===== src/rtl/cpu_multicycle.sv =====
// Multi-cycle core: FETCH/DECODE/EXECUTE/WRITEBACK with stallable fetch, shift/rotate ALU,
// integrated register file and a terminal illegal-opcode trap.
module cpu_multicycle #(
   parameter int DATA_W     = 8,
   parameter int REG_ADDR_W = 3,
   parameter int PC_W       = 32
) (
   input  logic                  CLK,
   input  logic                  RESET,
   output logic [PC_W-1:0]       PC,
   output logic                  IMEM_READ,
   input  logic                  IMEM_BUSY,
   input  logic [31:0]           INSTRUCTION,
   output logic                  RETIRED,
   output logic                  ILLEGAL,
   input  logic [REG_ADDR_W-1:0] DBG_ADDR,
   output logic [DATA_W-1:0]     DBG_DATA
);

   localparam int          NREGS = 2 ** REG_ADDR_W;
   localparam int unsigned DW    = DATA_W;

   typedef enum logic [2:0] {
      S_FETCH, S_DECODE, S_EXECUTE, S_WRITEBACK, S_TRAP
   } state_t;

   typedef enum logic [7:0] {
      OP_LOADI = 8'd0,  OP_MOV = 8'd1, OP_ADD = 8'd2,  OP_SUB = 8'd3,  OP_AND = 8'd4,
      OP_OR    = 8'd5,  OP_J   = 8'd6, OP_BEQ = 8'd7,  OP_BNE = 8'd8,  OP_SLL = 8'd9,
      OP_SRL   = 8'd10, OP_SRA = 8'd11, OP_ROR = 8'd12
   } op_t;

   state_t              state_q;
   logic [PC_W-1:0]     pc_q;
   logic [31:0]         ir_q;
   logic [DATA_W-1:0]   a_q, b_q, res_q;
   logic                zero_q, illegal_q, retired_q;
   logic [DATA_W-1:0]   regs_q [NREGS];

   logic [7:0]            opcode, sh;
   logic [REG_ADDR_W-1:0] rd_idx, rs1_idx, rs2_idx;
   logic [DATA_W-1:0]     imm, alu_d;
   logic [PC_W-1:0]       pc_plus4, pc_d, br_off;
   logic                  legal, is_write, take_br;
   int unsigned           rot;
   logic                  unused_ir;

   assign opcode    = ir_q[31:24];
   assign rd_idx    = ir_q[16 +: REG_ADDR_W];
   assign rs1_idx   = ir_q[8 +: REG_ADDR_W];
   assign rs2_idx   = ir_q[0 +: REG_ADDR_W];
   assign sh        = ir_q[7:0];
   assign imm       = DATA_W'(signed'(ir_q[7:0]));
   assign br_off    = PC_W'(signed'(ir_q[23:16]));
   assign unused_ir = ^ir_q[15:0];

   assign legal    = (opcode <= 8'd12);
   assign is_write = !(opcode == OP_J || opcode == OP_BEQ || opcode == OP_BNE);
   assign take_br  = (opcode == OP_J) || (opcode == OP_BEQ && zero_q) || (opcode == OP_BNE && !zero_q);
   assign pc_plus4 = pc_q + PC_W'(4);
   assign pc_d     = take_br ? pc_plus4 + (br_off << 2) : pc_plus4;

   always_comb begin
      alu_d = '0;
      rot   = 32'(sh) % DW;
      case (opcode)
         OP_LOADI: alu_d = imm;
         OP_MOV:   alu_d = b_q;
         OP_ADD:   alu_d = a_q + b_q;
         OP_SUB:   alu_d = a_q - b_q;
         OP_AND:   alu_d = a_q & b_q;
         OP_OR:    alu_d = a_q | b_q;
         OP_SLL:   alu_d = (32'(sh) >= DW) ? '0 : a_q << sh;
         OP_SRL:   alu_d = (32'(sh) >= DW) ? '0 : a_q >> sh;
         OP_SRA:   alu_d = (32'(sh) >= DW) ? {DATA_W{a_q[DATA_W-1]}} : DATA_W'($signed(a_q) >>> sh);
         // rot==0 shifts the left term by DATA_W, which yields zero and leaves A intact
         OP_ROR:   alu_d = (a_q >> rot) | (a_q << (DW - rot));
         default:  alu_d = '0;
      endcase
   end

   always_ff @(posedge CLK or posedge RESET) begin
      if (RESET) begin
         state_q   <= S_FETCH;
         pc_q      <= '0;
         ir_q      <= '0;
         a_q       <= '0;
         b_q       <= '0;
         res_q     <= '0;
         zero_q    <= 1'b0;
         illegal_q <= 1'b0;
         retired_q <= 1'b0;
         for (int unsigned i = 0; i < NREGS; i++) regs_q[i] <= '0;
      end else begin
         retired_q <= 1'b0;
         case (state_q)
            S_FETCH: begin
               if (!IMEM_BUSY) begin
                  ir_q    <= INSTRUCTION;
                  state_q <= S_DECODE;
               end
            end
            S_DECODE: begin
               if (legal) begin
                  a_q     <= regs_q[rs1_idx];
                  b_q     <= regs_q[rs2_idx];
                  state_q <= S_EXECUTE;
               end else begin
                  illegal_q <= 1'b1;
                  state_q   <= S_TRAP;
               end
            end
            S_EXECUTE: begin
               res_q     <= alu_d;
               zero_q    <= (a_q == b_q);
               retired_q <= 1'b1;
               state_q   <= S_WRITEBACK;
            end
            S_WRITEBACK: begin
               if (is_write) regs_q[rd_idx] <= res_q;
               pc_q    <= pc_d;
               state_q <= S_FETCH;
            end
            S_TRAP:  state_q <= S_TRAP;
            default: state_q <= S_FETCH;
         endcase
      end
   end

   assign PC        = pc_q;
   assign IMEM_READ = (state_q == S_FETCH) & ~RESET;
   assign RETIRED   = retired_q;
   assign ILLEGAL   = illegal_q;
   assign DBG_DATA  = regs_q[DBG_ADDR];

endmodule


===== config.mk =====
export PLATFORM = sky130hd
export DESIGN_NAME = cpu_multicycle
export DESIGN_NICKNAME = d
export VERILOG_FILES = /design/src/rtl/cpu_multicycle.sv
export SDC_FILE = /design/constraint.sdc
export NUM_CORES = 1
export LEC_CHECK = 0
export CAP_MARGIN = 20
export CORE_MARGIN = 4
export CORE_UTILIZATION = 45
export CTS_CLUSTER_DIAMETER = 30
export DETAILED_ROUTE_END_ITERATION = 8
export PLACE_DENSITY = 0.64
export SYNTH_ARGS = -nofsm -noshare
export SYNTH_HDL_FRONTEND = slang
export SYNTH_SLANG_ARGS = --single-unit

===== constraint.sdc =====
create_clock -name CLK -period 16.2 [get_ports CLK]
set_clock_uncertainty 0.05 [all_clocks]
set_input_delay 3.24 -clock CLK [delete_from_list [all_inputs] [get_ports CLK]]
set_output_delay 3.24 -clock CLK [all_outputs]
set_load 0.005 [all_outputs]

==> results of run 1 <==
## power breakdown
group	total [mW]	switching (mW)	internal (mW)
clock	0.418	0.205	0.212
sequential	0.503	0.0854	0.418
combinational	0.603	0.345	0.258
total	1.52	0.636	0.888
## stage by stage
step | total power [mW] | hold slack (ns) | instance area (sq um)
4_1_cts | 1.53 | 0.430 | 13300
3_5_place_dp | 1.10 | 0.414 | 12700
3_3_place_gp | 1.10 | 0.408 | 12700
2_1_floorplan | 0.958 | 0.413 | 11800
5_1_grt | 1.62 | 0.455 | 13400
6_report | 1.52 | 0.424 | 13400
## synth_stat cells, types with 4 or more instances
library cell / number / area (sq um)
dfrtp_1: 151 / 3780
nand2_1: 119 / 447
mux2_2: 101 / 1140
nor2_1: 81 / 304
a21oi_1: 72 / 360
o21ai_0: 69 / 345
ha_1: 61 / 763
mux4_2: 52 / 1170
clkbuf_1: 40 / 150
inv_1: 35 / 131
xnor2_1: 32 / 280
nand3_1: 29 / 145
mux2i_1: 28 / 280
xor2_1: 24 / 210
buf_2: 21 / 105
a21o_1: 20 / 150
a31oi_1: 15 / 93.8
nand4_1: 15 / 93.8
nor3_1: 15 / 75.1
a211oi_1: 13 / 97.6
and2_1: 13 / 81.3
o21ai_1: 13 / 65.1
and3_1: 12 / 75.1
nor4_1: 11 / 68.8
nand2b_1: 10 / 62.6
nor2b_1: 10 / 62.6
o21bai_1: 10 / 75.1
a22oi_1: 9 / 67.6
o22ai_1: 8 / 50.1
nor3_2: 7 / 70.1
o211ai_1: 7 / 52.6
o31ai_1: 7 / 52.6
buf_1: 6 / 22.5
a221oi_1: 5 / 43.8
buf_4: 4 / 30.0
nand3b_1: 4 / 30.0
o311ai_0: 4 / 35.0
## worst register-to-register path, cell delays in order (launching register included)
cell	delay (ns)
dfrtp_1	0.51
and2_1	0.29
and2_1	0.22
and4_4	0.26
nand4_1	0.27
nor3_2	0.27
xor2_1	0.27
ha_1	0.35
nand4_1	0.18
nor3_1	0.08
a22oi_1	0.30
nand3_1	0.22
a21oi_2	0.30
a31o_2	0.23
mux4_2	0.29
nand3_1	0.09
o311ai_1	0.09
## cells by family after synthesis
| kind of cell | share of synthesized area |
|---|---|
| fa+ha+maj | 0.0699 |
| flops | 0.321 |
| xor+xnor | 0.0430 |
| buf+inv | 0.0382 |
| simple gates | 0.151 |
| compound gates | 0.156 |
| other cells | 0.000318 |
| mux | 0.221 |
## flip-flops by register name, indices dropped and copies added, names as in the netlist
register / flops
RETIRED: 1
state_q: 3
b_q: 8
zero_q: 1
res_q: 8
ir_q: 27
a_q: 8
ILLEGAL: 1
PC: 30
regs_q: 64
## layout make-up
type,instances,share of cell area
clock buffers,17,0.0318
clock inverters,15,0.0147
inverters,35,0.0102
multi-input cells,944,0.565
flip-flops and latches,151,0.282
well taps,330,0.0308
repair buffers,88,0.0650
## final timing paths
kind                                to
max in group asynchronous       b_q[4]
min in group asynchronous       PC[24]
hold / removal                 ILLEGAL
setup reg to reg                PC[31]
setup / recovery           DBG_DATA[6]
hold reg to reg                ILLEGAL
## layer usage
metal,wire [microns],up-vias
met2,15000,299
met3,1700,39
met5,0,-
li1,-,4527
met4,526,0
met1,15000,4732
==> metrics, run 1 <==
worst setup path startpoint=DBG_ADDR[1]; crit end category=output port; Final setup viols=0; n_diodes=0; die area=0.0288 sq mm; Setup CP Type=primary input to output port; area of the mapped netlist=0.0118 sq mm; CP Depth=4; critical path buffer and inverter count=2; die width=170 microns; run status=finished clean; CTS clk-pin slew, worst paths=0.07 ns; Hold Fails Final Rpt=0; post-synthesis sequential area ratio=0.321; CTS Buffer Depth=2; Die Ht=170 microns; initial core utilization=0.463; critical path required time=12.91 ns; Tot GR Track Use=0.226; largest net degree at the start of global routing=88; most frequent cells in the layout=151 x dfrtp_1, 119 x nand2_1, 101 x mux2_2; Hold Path Depth=1; Post-Route Setup TNS=0 ns; Fmax=112 MHz; GR met2 Demand/Resource=0.359; leakage power=5.67 nW; DRC Markers=0; FF-to-FF setup slack=11.79 ns; Post-CTS Setup Bufs=0; CTS tree=yes; Critical Path AT=5.66 ns; Clock Latency Late Sink=0.44 ns; commonest non-fill, non-tap cell in the layout=dfrtp_1; r2r startpoint=PC[2]; Worst-Margin Slew=1.01 ns; Top Family by Delay on Critical Path=buffers and inverters; post-detail-place hpwl=22,400 microns; Mapped Cells=1,201; CTS Buf Count=17; Post-synth EDFFs=0; Iter 0 DRT Violations=800; cell total after placement=1,546; core area=0.0255 sq mm; most used routing layer=met2; Max-Cap Viols=0; Worst Reg-to-Reg Cells=16; hold_sp=ILLEGAL; global-route wire length before repair=51,900 microns; dpl ws=7.06 ns; kind of start point of the critical path=primary input; crit path max fanout=16; post-route ant nets=0; period utilization=0.553; area of the multi-input gates=0.00757 sq mm; post-layout util=0.526; met1 Use GR=0.324; syn_area_per_cell=9.81 sq um; vias=9,597; minimum clock period=8.95 ns; H-tree Lvls=4; RSZ-0062 raised after global routing=no; share of layout cells above drive strength 1=0.193; post-synthesis register bit count=151; vias in the first global route=9,324; slowest stage delay, CP=1.07 ns; Seq. cell area=0.00378 sq mm; hold_buf cts=0; Max IR drop VDD=0.127 mV; Layout area overhead=13.6%; drt via density=6.07; CTS resizes=0; IO buf count=73; cell area power density=114 mW/mm^2; CTS Sinks=151; WL final=32,200 microns; relative slew slack=0.324; met3 Use GR=0.0302; clock root cell=clkbuf_16; # nets final=1,339; routed len/inst=20.4 microns; GR Overflow Total=0; DRT Pass-1 Iters=6; initial antenna violation count=0; post-synth cell types=83; critical-path cell list=clkdlybuf4s50_1 > mux4_2 > mux2_2 > clkdlybuf4s50_1; Yosys warnings=0; Pins Over Slew Limit=0; CP dominant cell by count=clkdlybuf4s50_1; Layout Cells excl Fill=1,580; crit path max-delay cell type=clkdlybuf4s50_1; Post-synth ARST share=1.00; global placement routability congestion=0.979; Hold WC Path Type=flop to flop; Rows=58; Top FF cell, synth=dfrtp_1; Final Worst Setup Slack=7.25 ns; # IOs=81; number of fill cells=2,305
Power figures use the tool's default switching activity.
==> inputs of run 2 (changes only) <==
- PLACE_DENSITY: 0.64 -> 0.66
- clock period: 16.2 -> 7.5 ns (I/O delays scaled with it)
==> run 2 against run 1 <==
Net effect: critical path depth stayed put; worst setup slack got worse by 5.2 ns; register-to-register slack worse by 8.6 ns; cell count hardly changed; count of clock-buffer cells in the layout unchanged; power grew 110%; hold slack improved by 0.0053 ns; via count grew 0.16%; sequential cell count unchanged; critical path type unchanged.
==> metrics, run 2 (synthesis gave the netlist of run 1 again) <==
run status=finished clean; core area=0.0255 sq mm; CTS resizes=0; Die Ht=170 microns; H-tree Lvls=4; # IOs=81; Post-CTS Setup Bufs=0; kind of start point of the critical path=primary input; initial antenna violation count=0; Hold Path Depth=1; hold_buf cts=0; Tot GR Track Use=0.223; period utilization=0.731; hold_sp=ILLEGAL; Hold Fails Final Rpt=0; Layout Cells excl Fill=1,579; FF-to-FF setup slack=3.17 ns; Final setup viols=0; leakage power=5.66 nW; post-route ant nets=0; Worst Reg-to-Reg Cells=16; cell total after placement=1,545; IO buf count=73; die area=0.0288 sq mm; Largest Register=regs_q; GR Overflow Total=0; Placed Area=0.0127 sq mm; CTS Sinks=151; Rows=58; Pins Over Slew Limit=0; final instance area=0.0134 sq mm; Clock Latency Late Sink=0.44 ns; crit path max fanout=16; r2r startpoint=PC[2]; vias in the first global route=9,440; Post-Route Setup TNS=0 ns; cell area power density=244 mW/mm^2; Setup CP Type=primary input to output port; vias=9,612; global-route wire length before repair=51,700 microns; die width=170 microns; global placement routability congestion=0.947; minimum clock period=5.48 ns; Max-Cap Viols=0; commonest non-fill, non-tap cell in the layout=dfrtp_1; drt via density=6.09; RSZ-0062 raised after global routing=no; crit end category=output port; DRC Markers=0; CTS tree=yes; critical path required time=5.95 ns; clock root cell=clkbuf_16; Hold WC Path Type=flop to flop; Worst-Margin Slew=1.06 ns; max FFs per register=64; CTS Buffer Depth=2; Fmax=182 MHz; Critical Path AT=3.93 ns; Iter 0 DRT Violations=794; DRT Pass-1 Iters=7; CTS clk-pin slew, worst paths=0.06 ns; WL final=31,600 microns; most frequent cells in the layout=151 x dfrtp_1, 119 x nand2_1, 101 x mux2_2; Critical R2R Capture=PC[31]; relative slew slack=0.293; post-detail-place hpwl=22,200 microns; share of layout cells above drive strength 1=0.192; routed len/inst=20.0 microns; CTS Buf Count=17; WHS=0.430 ns; Layout area overhead=13.5%; number of fill cells=2,301; # nets final=1,338; worst min-delay path endpoint=ILLEGAL; Max IR drop VDD=0.176 mV; largest net degree at the start of global routing=103; initial core utilization=0.463; n_diodes=0
## run 2: cell types whose count changed in the layout (fill, tap and decap cells not counted), sizes merged
| cell | delta |
|---|---|
| buf | -1 |
| clkinv | +1 |
| inv | -1 |
## run 2: final cells by class
type                       count  area (sq um)  share of cell area
tap                          330           413              0.0309
timing repair buffer          87           851              0.0636
clock inverter                15           201              0.0151
sequential                   151          3780               0.283
inverter                      35           136              0.0102
multi-input combinational    944          7570               0.566
clock buffer                  17           425              0.0318
## run 2: metrics by stage
stage                util  setup slack (ns)  total power, mW
floorplan               -              1.89             2.07
global placement    0.499              1.88             2.36
detailed placement  0.499              1.84             2.37
CTS                 0.524              1.85             3.28
global route        0.525              1.95             3.47
finish              0.525              2.02             3.27
## run 2: layer usage
layer	wire length, microns	global-route usage	up-vias
met5	0	0	-
met4	656	0.0616	0
met1	14400	0.319	4712
met2	14500	0.356	333
li1	-	-	4519
met3	1980	0.0323	48
## run 2: worst max-delay path by stage
stage | from | endpoint | slack [ns] | cells after the start
after floorplan | RESET | ILLEGAL | 1.89 | 1
after global placement | DBG_ADDR[0] | DBG_DATA[0] | 1.88 | 4
after detailed placement | DBG_ADDR[0] | DBG_DATA[7] | 1.84 | 4
after CTS | DBG_ADDR[0] | DBG_DATA[7] | 1.85 | 4
after global routing | DBG_ADDR[1] | DBG_DATA[6] | 1.95 | 4
final | DBG_ADDR[1] | DBG_DATA[6] | 2.02 | 4
## run 2: worst max-delay path, cell delays in order
cell	delay [ns]
clkdlybuf4s50_1	1.09
mux4_2	0.60
mux2_2	0.29
clkdlybuf4s50_1	0.45
## run 2: report_power, final
| group | switching (mW) | total [mW] | internal, mW | leakage, nW |
|---|---|---|---|---|
| sequential | 0.204 | 1.11 | 0.903 | 2.03 |
| combinational | 0.713 | 1.27 | 0.554 | 3.32 |
| clock | 0.438 | 0.896 | 0.458 | 0.302 |
| total | 1.35 | 3.27 | 1.91 | 5.66 |
